<file path="src/rtl/code_sel_pkg.sv">
// Shared definitions for the code emitter and the block that receives its codes.
package code_sel_pkg;

   localparam int unsigned NUM_CODES = 18;
   localparam int unsigned CODE_W    = 6;

   typedef enum logic [1:0] {
      ST_IDLE  = 2'd0,
      ST_OFFER = 2'd1,
      ST_GAP   = 2'd2
   } state_t;

   // Code k (1..NUM_CODES) maps to bit k-1; code 0 or out-of-range codes map to zero.
   function automatic logic [NUM_CODES-1:0] code_to_onehot(input logic [CODE_W-1:0] code);
      logic [NUM_CODES-1:0] oh;
      oh = '0;
      if ((code != '0) && (32'(code) <= NUM_CODES)) begin
         oh = NUM_CODES'(1) << (code - CODE_W'(1));
      end
      return oh;
   endfunction

endpackage

</file>
<file path="src/rtl/rr_pick.sv">
// Round-robin picker: first set request at or after ptr, wrapping at N-1.
module rr_pick #(
   parameter int unsigned N  = 18,
   parameter int unsigned IW = 5
) (
   input  logic [N-1:0]  req,
   input  logic [IW-1:0] ptr,
   output logic [IW-1:0] idx,
   output logic          found
);

   // Scan N positions starting at ptr; the first hit wins.
   always_comb begin
      int unsigned j;
      idx   = '0;
      found = 1'b0;
      j     = 0;
      for (int unsigned i = 0; i < N; i++) begin
         j = 32'(ptr) + i;
         if (j >= N) begin
            j = j - N;
         end
         if (!found && req[j]) begin
            found = 1'b1;
            idx   = IW'(j);
         end
      end
   end

endmodule

</file>
<file path="src/rtl/code_emitter.sv">
// Collects per-source requests and emits their codes one at a time over a
// valid/ready handshake, with round-robin fairness and an idle gap between codes.
module code_emitter #(
   parameter int unsigned NUM_CODES  = code_sel_pkg::NUM_CODES,
   parameter int unsigned CODE_W     = code_sel_pkg::CODE_W,
   parameter int unsigned GAP_CYCLES = 2
) (
   input  logic                 clk_i,
   input  logic                 rst_n_i,
   input  logic [NUM_CODES-1:0] req_i,
   input  logic                 flush_i,
   output logic [CODE_W-1:0]    data_o,
   output logic                 data_val_o,
   input  logic                 data_rdy_i,
   output logic [NUM_CODES-1:0] pending_o,
   output logic                 busy_o
);

   import code_sel_pkg::*;

   localparam int unsigned IW    = (NUM_CODES > 1) ? $clog2(NUM_CODES) : 1;
   localparam int unsigned GAP_W = 4;
   localparam logic [GAP_W-1:0] GAP_LAST = GAP_W'((GAP_CYCLES > 0) ? GAP_CYCLES - 1 : 0);

   state_t               state_q;
   logic [NUM_CODES-1:0] pending_q;
   logic [NUM_CODES-1:0] pending_d;
   logic [IW-1:0]        rr_ptr;
   logic [IW-1:0]        cur_idx;
   logic [IW-1:0]        cur_nxt;
   logic [GAP_W-1:0]     gap_cnt;
   logic [NUM_CODES-1:0] cur_oh;
   logic [NUM_CODES-1:0] clr;
   logic                 xfer;
   logic [NUM_CODES-1:0] pick_vec;
   logic [IW-1:0]        pick_ptr;
   logic [IW-1:0]        pick_idx;
   logic                 pick_found;

   // Transfer decode, pending update and picker input selection.
   always_comb begin
      cur_oh    = NUM_CODES'(1) << cur_idx;
      cur_nxt   = (cur_idx == IW'(NUM_CODES - 1)) ? '0 : cur_idx + IW'(1);
      xfer      = data_val_o & data_rdy_i & ~flush_i;
      clr       = xfer ? cur_oh : '0;
      pending_d = flush_i ? '0 : ((pending_q & ~clr) | req_i);
      pick_vec  = pending_q;
      pick_ptr  = rr_ptr;
      if (state_q == ST_OFFER) begin
         // Back-to-back choice: skip the code on offer, search past it.
         pick_vec = pending_q & ~cur_oh;
         pick_ptr = cur_nxt;
      end
   end

   rr_pick #(
      .N  (NUM_CODES),
      .IW (IW)
   ) u_rr_pick (
      .req   (pick_vec),
      .ptr   (pick_ptr),
      .idx   (pick_idx),
      .found (pick_found)
   );

   // Emitter FSM with registered offer outputs; flush overrides everything.
   always_ff @(posedge clk_i or negedge rst_n_i) begin
      if (!rst_n_i) begin
         state_q    <= ST_IDLE;
         pending_q  <= '0;
         rr_ptr     <= '0;
         cur_idx    <= '0;
         gap_cnt    <= '0;
         data_o     <= '0;
         data_val_o <= 1'b0;
      end else begin
         pending_q <= pending_d;
         if (flush_i) begin
            state_q    <= ST_IDLE;
            gap_cnt    <= '0;
            data_o     <= '0;
            data_val_o <= 1'b0;
         end else begin
            case (state_q)
               ST_IDLE: begin
                  if (pick_found) begin
                     state_q    <= ST_OFFER;
                     cur_idx    <= pick_idx;
                     data_o     <= CODE_W'(pick_idx) + CODE_W'(1);
                     data_val_o <= 1'b1;
                  end
               end
               ST_OFFER: begin
                  if (xfer) begin
                     rr_ptr <= cur_nxt;
                     if (GAP_CYCLES > 0) begin
                        state_q    <= ST_GAP;
                        gap_cnt    <= '0;
                        data_o     <= '0;
                        data_val_o <= 1'b0;
                     end else if (pick_found) begin
                        cur_idx <= pick_idx;
                        data_o  <= CODE_W'(pick_idx) + CODE_W'(1);
                     end else begin
                        state_q    <= ST_IDLE;
                        data_o     <= '0;
                        data_val_o <= 1'b0;
                     end
                  end
               end
               ST_GAP: begin
                  if (gap_cnt == GAP_LAST) begin
                     gap_cnt <= '0;
                     if (pick_found) begin
                        state_q    <= ST_OFFER;
                        cur_idx    <= pick_idx;
                        data_o     <= CODE_W'(pick_idx) + CODE_W'(1);
                        data_val_o <= 1'b1;
                     end else begin
                        state_q <= ST_IDLE;
                     end
                  end else begin
                     gap_cnt <= gap_cnt + GAP_W'(1);
                  end
               end
               default: begin
                  state_q    <= ST_IDLE;
                  data_o     <= '0;
                  data_val_o <= 1'b0;
               end
            endcase
         end
      end
   end

   assign pending_o = pending_q;
   assign busy_o    = (state_q != ST_IDLE) || (|pending_q);

endmodule

</file>
<file path="config.mk">
export PLATFORM = sky130hd
export DESIGN_NAME = code_emitter
export DESIGN_NICKNAME = d
export VERILOG_FILES = /design/src/rtl/code_sel_pkg.sv /design/src/rtl/rr_pick.sv /design/src/rtl/code_emitter.sv
export SDC_FILE = /design/constraint.sdc
export NUM_CORES = 1
export LEC_CHECK = 0
export ABC_AREA = 1
export CORE_MARGIN = 2
export CORE_UTILIZATION = 38
export CTS_BUF_LIST = sky130_fd_sc_hd__clkbuf_4 sky130_fd_sc_hd__clkbuf_8
export CTS_CLUSTER_SIZE = 28
export DETAILED_ROUTE_END_ITERATION = 10
export MAX_ROUTING_LAYER = met4
export PLACE_DENSITY = 0.56
export SYNTH_ARGS = -nofsm -noshare
export SYNTH_HDL_FRONTEND = slang
export SYNTH_SLANG_ARGS = --single-unit
</file>
<file path="constraint.sdc">
create_clock -name clk_i -period 6.1 [get_ports clk_i]
set_clock_uncertainty 0.2 [all_clocks]
set_input_delay 1.525 -clock clk_i [delete_from_list [all_inputs] [get_ports clk_i]]
set_output_delay 1.525 -clock clk_i [all_outputs]
set_load 0.03 [all_outputs]
</file>
==> impl_metrics.yaml, run 1 <==
run_status:
  status: "complete, no violations"
cells_and_area:
  utilization: 0.4477
  drive_gt1_frac: 0.1233
  fin_nets: 1480
  diodes: 0
  area_growth_pct: 14.66
global_route:
  grt_pass1_vias: 8647
  grt_max_degree: 42
  grt_first_pass_wirelength_mm: 47.11
  grt.total_usage: 0.2835
  grt_overflow: 0
  antenna_found_initial: 0
critical_path:
  worstSetupStartpoint: "cur_idx[0]$_DFFE_PN0P_"
  worstPathRequired_ns: 6.06
  reg2reg_from: "cur_idx[0]$_DFFE_PN0P_"
  worstPathMaxFanout: 16
  crit_path_end_kind: "flop"
  crit-reg2reg-capture: "cur_idx[0]$_DFFE_PN0P_"
  r2r_slack_ns: 0.39
  start_kind: "flop"
  r2r_cells: 26
  critPathKind: "reg2reg"
  crit_end: "cur_idx[0]$_DFFE_PN0P_"
  critPathArrivalTime_ns: 5.67
placed_design:
  hpwlAfterDp_mm: 24.44
  port_buffers: 47
  gp_congestion: 0.9887
synthesis:
  ys_seq_area_frac: 0.1337
  synth.most_common_cell: "nand2_1"
  synth_nets: 1409
  ys.flop_type: "dfrtp_1"
  ys_top_cells_by_count: "nand2_1 (368), inv_1 (174), nand3_1 (152)"
  ys_seq_elements: 41
  synth-edff-count: 0
  synth_largest_area_cell: "nand2_1"
  syn_inst: 1347
  yosys_warnings: 0
  syn_area_mm2: 0.007674
  synth_top_cell_area_share: 0.1800
  synthTopCellsByArea: "nand2_1 (18%), dfrtp_1 (13%), nand3_1 (9.9%)"
  ys_types: 62
  syn_area_per_cell_um2: 5.697
  async_flop_share: 1.000
cts:
  clock_latency_ns: 0.30
  root_buffer: "clkbuf_8"
  cts_buffer_depth: 2
  cts_tree: "done"
  htree_levels: 2
  clock-sinks: 41
  numCtsBuffers: 5
  clkTransAtPathRegs_ns: 0.09
timing:
  tightestPinTransition_ns: 1.068
  slew_headroom: 0.2806
  fin_crit_ns: 5.710
  hold_viol_final: 0
  finalSetupViolations: 0
  drv_slew: 0
  hold_ws_ns: 0.2915
  max_freq_ghz: 0.1751
  period_share: 0.9360
routing:
  wirelength_mm: 29.86
  dr.pass1.iters: 5
  route.antenna.remaining_nets: 0
  drtIter0Drc: 709
  route.detailed.wl_per_inst_um: 17.73
  drc_errors: 0
  viasPerCell: 5.349
  vias: 9008
run:
  drv_cap: 0
floorplanning:
  core_area_mm2: 0.01965
  die_x_um: 146.1
  start_util: 0.3904
  dieArea_mm2: 0.02135
  dieHeight_um: 146.1
  io_pins: 48
  std_cell_rows: 51
worst_hold_path:
  hold_class: "reg2reg"
stage by stage:
step                instance area, µm²  setup slack (ns)  cells  TNS [ns]
finish                            8798            0.3904   1684         0
global route                      8798         -0.006612   1684  -0.01561
CTS                               8696            0.2625   1678         0
detailed placement                8576            0.2912   1670         0
floorplan                         7674            0.7113   1347         0
global placement                  8576            0.3254   1670         0
layer usage:
metal / GRT usage / routed length (µm) / vias to the layer above
met4: 0.1024 / 1066 / 0
met1: 0.3472 / 12730 / 4094
met2: 0.4894 / 14590 / 272
met5: - / 0 / -
met3: 0.02313 / 1479 / 47
li1: - / - / 4595
registers in the layout, summed over array words and instances, names as in the netlist:
register,count
state_q,2
pending_o,18
data_val_o,1
rr_ptr,5
cur_idx,5
gap_cnt,4
data_o,6
layout make-up:
type	instances	area [µm²]
fillers	2228	10860
multi-input cells	1076	5772
flip-flops and latches	41	1026
clock buffers	7	90.09
clock inverters	1	30.03
well taps	265	331.6
repair buffers	86	762.0
inverters	208	787.0
kinds of logic (layout without fill, tap and decap cells):
family / after synthesis / count (layout) / synth area share
AOI/OAI and AO/OA: 266 / 266 / 0.1955
xor gates and xnor gates: 19 / 19 / 0.02413
adders and majority gates: 40 / 40 / 0.06620
buffers and inverters: 230 / 302 / 0.1205
DFF: 41 / 41 / 0.1337
muxes: 5 / 5 / 0.006685
and+or+nand+nor: 746 / 746 / 0.4533
cells in the final DEF, fill, tap and decap left out, drive strengths merged, types with 6 or more instances in the layout:
cell type / n
buf: 40
xnor2: 6
o211ai: 17
nor2: 97
nand3: 162
inv: 201
nand3b: 7
clkdlybuf4s50: 46
clkinv: 6
clkbuf: 7
xor2: 13
nor3: 22
a21oi: 64
dfrtp: 41
nand2: 408
nand4: 25
or2: 14
ha: 39
o21ai: 153
worst min path at each step:
stage	start	end	slack, ns	cells after the start
6_report	data_o[3]$_DFFE_PN0P_	data_o[3]$_DFFE_PN0P_	0.29	2
5_1_grt	data_o[5]$_DFFE_PN0P_	data_o[5]$_DFFE_PN0P_	0.32	2
4_1_cts	data_o[3]$_DFFE_PN0P_	data_o[3]$_DFFE_PN0P_	0.29	2
3_5_place_dp	data_o[3]$_DFFE_PN0P_	data_o[3]$_DFFE_PN0P_	0.27	2
3_3_place_gp	rr_ptr[1]$_DFFE_PN0P_	rr_ptr[1]$_DFFE_PN0P_	0.27	2
2_1_floorplan	rr_ptr[0]$_DFFE_PN0P_	rr_ptr[0]$_DFFE_PN0P_	0.25	2
repair_timing:
action / 4_1_cts / 5_1_grt
gates resized for setup: 0 / 15
setup endpoints to repair: 0 / 10
hold buffers: 0 / 0
buffers inserted: 0 / 6
worst max-delay path, cell delays in order (launching register included):
cell and delay [ns]:
dfrtp_1 0.44, ha_1 0.30, ha_1 0.32, inv_1 0.09, nand3_2 0.11, nand2_2 0.12
buf_4 0.27, ha_1 0.34, inv_1 0.19, nor3_1 0.10, o21ai_2 0.18, nand2_2 0.12
o21ai_0 0.62, nand2_1 0.15, nand3_2 0.18, nand3_4 0.14, nor2_4 0.14, nand4_4 0.12
nor2_4 0.18, nand4_4 0.13, nor2_4 0.18, nand2_4 0.08, nor2_4 0.10, nand3_1 0.15
nand4_2 0.27, nand2_1 0.15, o21ai_0 0.20
Power of run 1 is left out: the tool's default activity adds up to more than one toggle a clock period on the data nets, which glitch-free logic cannot reach.
==> inputs of run 2 (changes only) <==
--- a/config.mk
+++ b/config.mk
@@ -6,7 +6,7 @@
 export NUM_CORES = 1
 export LEC_CHECK = 0
 export ABC_AREA = 1
-export CORE_MARGIN = 2
+export CORE_MARGIN = 1
 export CORE_UTILIZATION = 38
 export CTS_BUF_LIST = sky130_fd_sc_hd__clkbuf_4 sky130_fd_sc_hd__clkbuf_8
 export CTS_CLUSTER_SIZE = 28
==> impl_metrics.yaml, run 2 (synthesis gave the netlist of run 1 again) <==
run_status:
  status: "complete, no violations"
routing:
  wirelength_mm: 29.92
  drc_errors: 0
  drtIter0Drc: 683
  vias: 9146
  route.detailed.wl_per_inst_um: 17.68
  viasPerCell: 5.402
  route.antenna.remaining_nets: 0
  dr.pass1.iters: 8
placed_design:
  port_buffers: 47
  place_area_mm2: 0.008643
  post-place-cells: 1679
  gp_congestion: 1.050
  hpwlAfterDp_mm: 24.80
  dp_slack_ns: 0.2882
floorplanning:
  io_pins: 48
  start_util: 0.3904
  dieArea_mm2: 0.02077
  core_area_mm2: 0.01965
  dieHeight_um: 144.1
  die_x_um: 144.1
  std_cell_rows: 51
cells_and_area:
  area_growth_pct: 15.54
  final_cell_mix: "nand2_1 (367), inv_1 (172), nand3_1 (151)"
  diodes: 0
  final_cell_area_mm2: 0.008866
  drive_gt1_frac: 0.1324
  fill_cells: 2212
  largest_reg_flops: 18
  fin_nets: 1490
  final_cells: 1693
  layout_commonest_cell: "nand2_1"
critical_path:
  start_kind: "flop"
  critical-path-max-stage-delay_ns: 0.45
  worst_path_max_delay_cell: "dfrtp_2"
  worstPathRequired_ns: 6.10
  critPathKind: "reg2reg"
  crit_top_cell: "inv_1"
  crit_path_end_kind: "flop"
  critPathArrivalTime_ns: 5.71
  worstPathMaxFanout: 16
timing:
  setup_ws_ns: 0.3885
  finalSetupViolations: 0
  tightestPinTransition_ns: 1.099
  max_freq_ghz: 0.1751
  fin_crit_ns: 5.711
  period_share: 0.9363
  drv_slew: 0
  slew_headroom: 0.2596
  rsz0062_at_grt: "yes"
  fin_setup_tns_ns: 0
  hold_viol_final: 0
worst_hold_path:
  hold_class: "reg2reg"
global_route:
  grt_max_degree: 42
  grt_first_pass_wirelength_mm: 46.96
  grt.total_usage: 0.3077
  antenna_found_initial: 0
  grt_pass1_vias: 8617
  grt_overflow: 0
run:
  drv_cap: 0
cts:
  root_buffer: "clkbuf_8"
  cts_tree: "done"
  clock_latency_ns: 0.31
  clock-sinks: 41
  numCtsBuffers: 5
  clkTransAtPathRegs_ns: 0.08
  htree_levels: 2
  cts_buffer_depth: 2
run 2: cell count changes in the layout (fill, tap and decap cells not counted), moves of 2 or more:
cell,before,now
buf_4,38,48
o21ai_2,5,7
clkinv_2,0,3
dfrtp_1,41,39
ha_1,35,37
o21ai_0,109,107
dfrtp_2,0,2
inv_1,174,172
run 2: through the flow:
stage,utilization,hold WS [ns]
after floorplan,-,0.2534
after global placement,0.4398,0.2698
after detailed placement,0.4398,0.2746
after CTS,0.4451,0.2931
after global routing,0.4511,0.3255
final,0.4511,0.2904
run 2: layer usage:
layer | global-route usage | share of wire | routed length [µm]
met1 | 0.3718 | 0.42 | 12450
met2 | 0.5228 | 0.48 | 14250
met3 | 0.02583 | 0.063 | 1895
met4 | 0.1338 | 0.044 | 1325
met5 | - | 0 | 0
run 2: worst paths after layout:
path	startpoint	endpoint	slack (ns)	depth (start not counted)
min in group asynchronous	rst_n_i	gap_cnt[3]$_DFFE_PN0P_	1.14	1
hold / removal	rr_ptr[2]$_DFFE_PN0P_	rr_ptr[2]$_DFFE_PN0P_	0.29	2
max in group asynchronous	rst_n_i	cur_idx[0]$_DFFE_PN0P_	3.92	1
setup / recovery	cur_idx[0]$_DFFE_PN0P_	data_o[1]$_DFFE_PN0P_	0.39	32
hold reg to reg	rr_ptr[2]$_DFFE_PN0P_	rr_ptr[2]$_DFFE_PN0P_	0.29	2
setup reg to reg	cur_idx[0]$_DFFE_PN0P_	data_o[1]$_DFFE_PN0P_	0.39	32
run 2: timing repair:
| item | in CTS | in global routing |
|---|---|---|
| buffers inserted | 0 | 7 |
| endpoints found under the hold margin | 0 | 0 |
| gates resized for setup | 0 | 20 |
| endpoints found under the setup margin | 0 | 8 |
| hold buffers | 0 | 0 |
run 2: worst max-delay path, delay by kind of cell (launching register included):
kind	cells	cell delay, ns
buffers and inverters	8	0.78
XOR/XNOR	1	0.37
adder cells (fa/ha/maj)	4	0.93
flip-flops	1	0.45
AND/OR/NAND/NOR	16	2.06
AO/OA/AOI/OAI	3	0.79
run 2: layout make-up:
cell class / count / area [µm²] / area share
Multi-Input combinational cell: 1076 / 5766 / 0.6503
Sequential cell: 41 / 1028 / 0.1160
Timing Repair Buffer: 96 / 845.8 / 0.09540
Inverter: 208 / 790.8 / 0.08919
Tap cell: 265 / 331.6 / 0.03740
Clock buffer: 5 / 68.82 / 0.007762
Clock inverter: 2 / 35.03 / 0.003951
Power of run 2 is left out for the same reason.
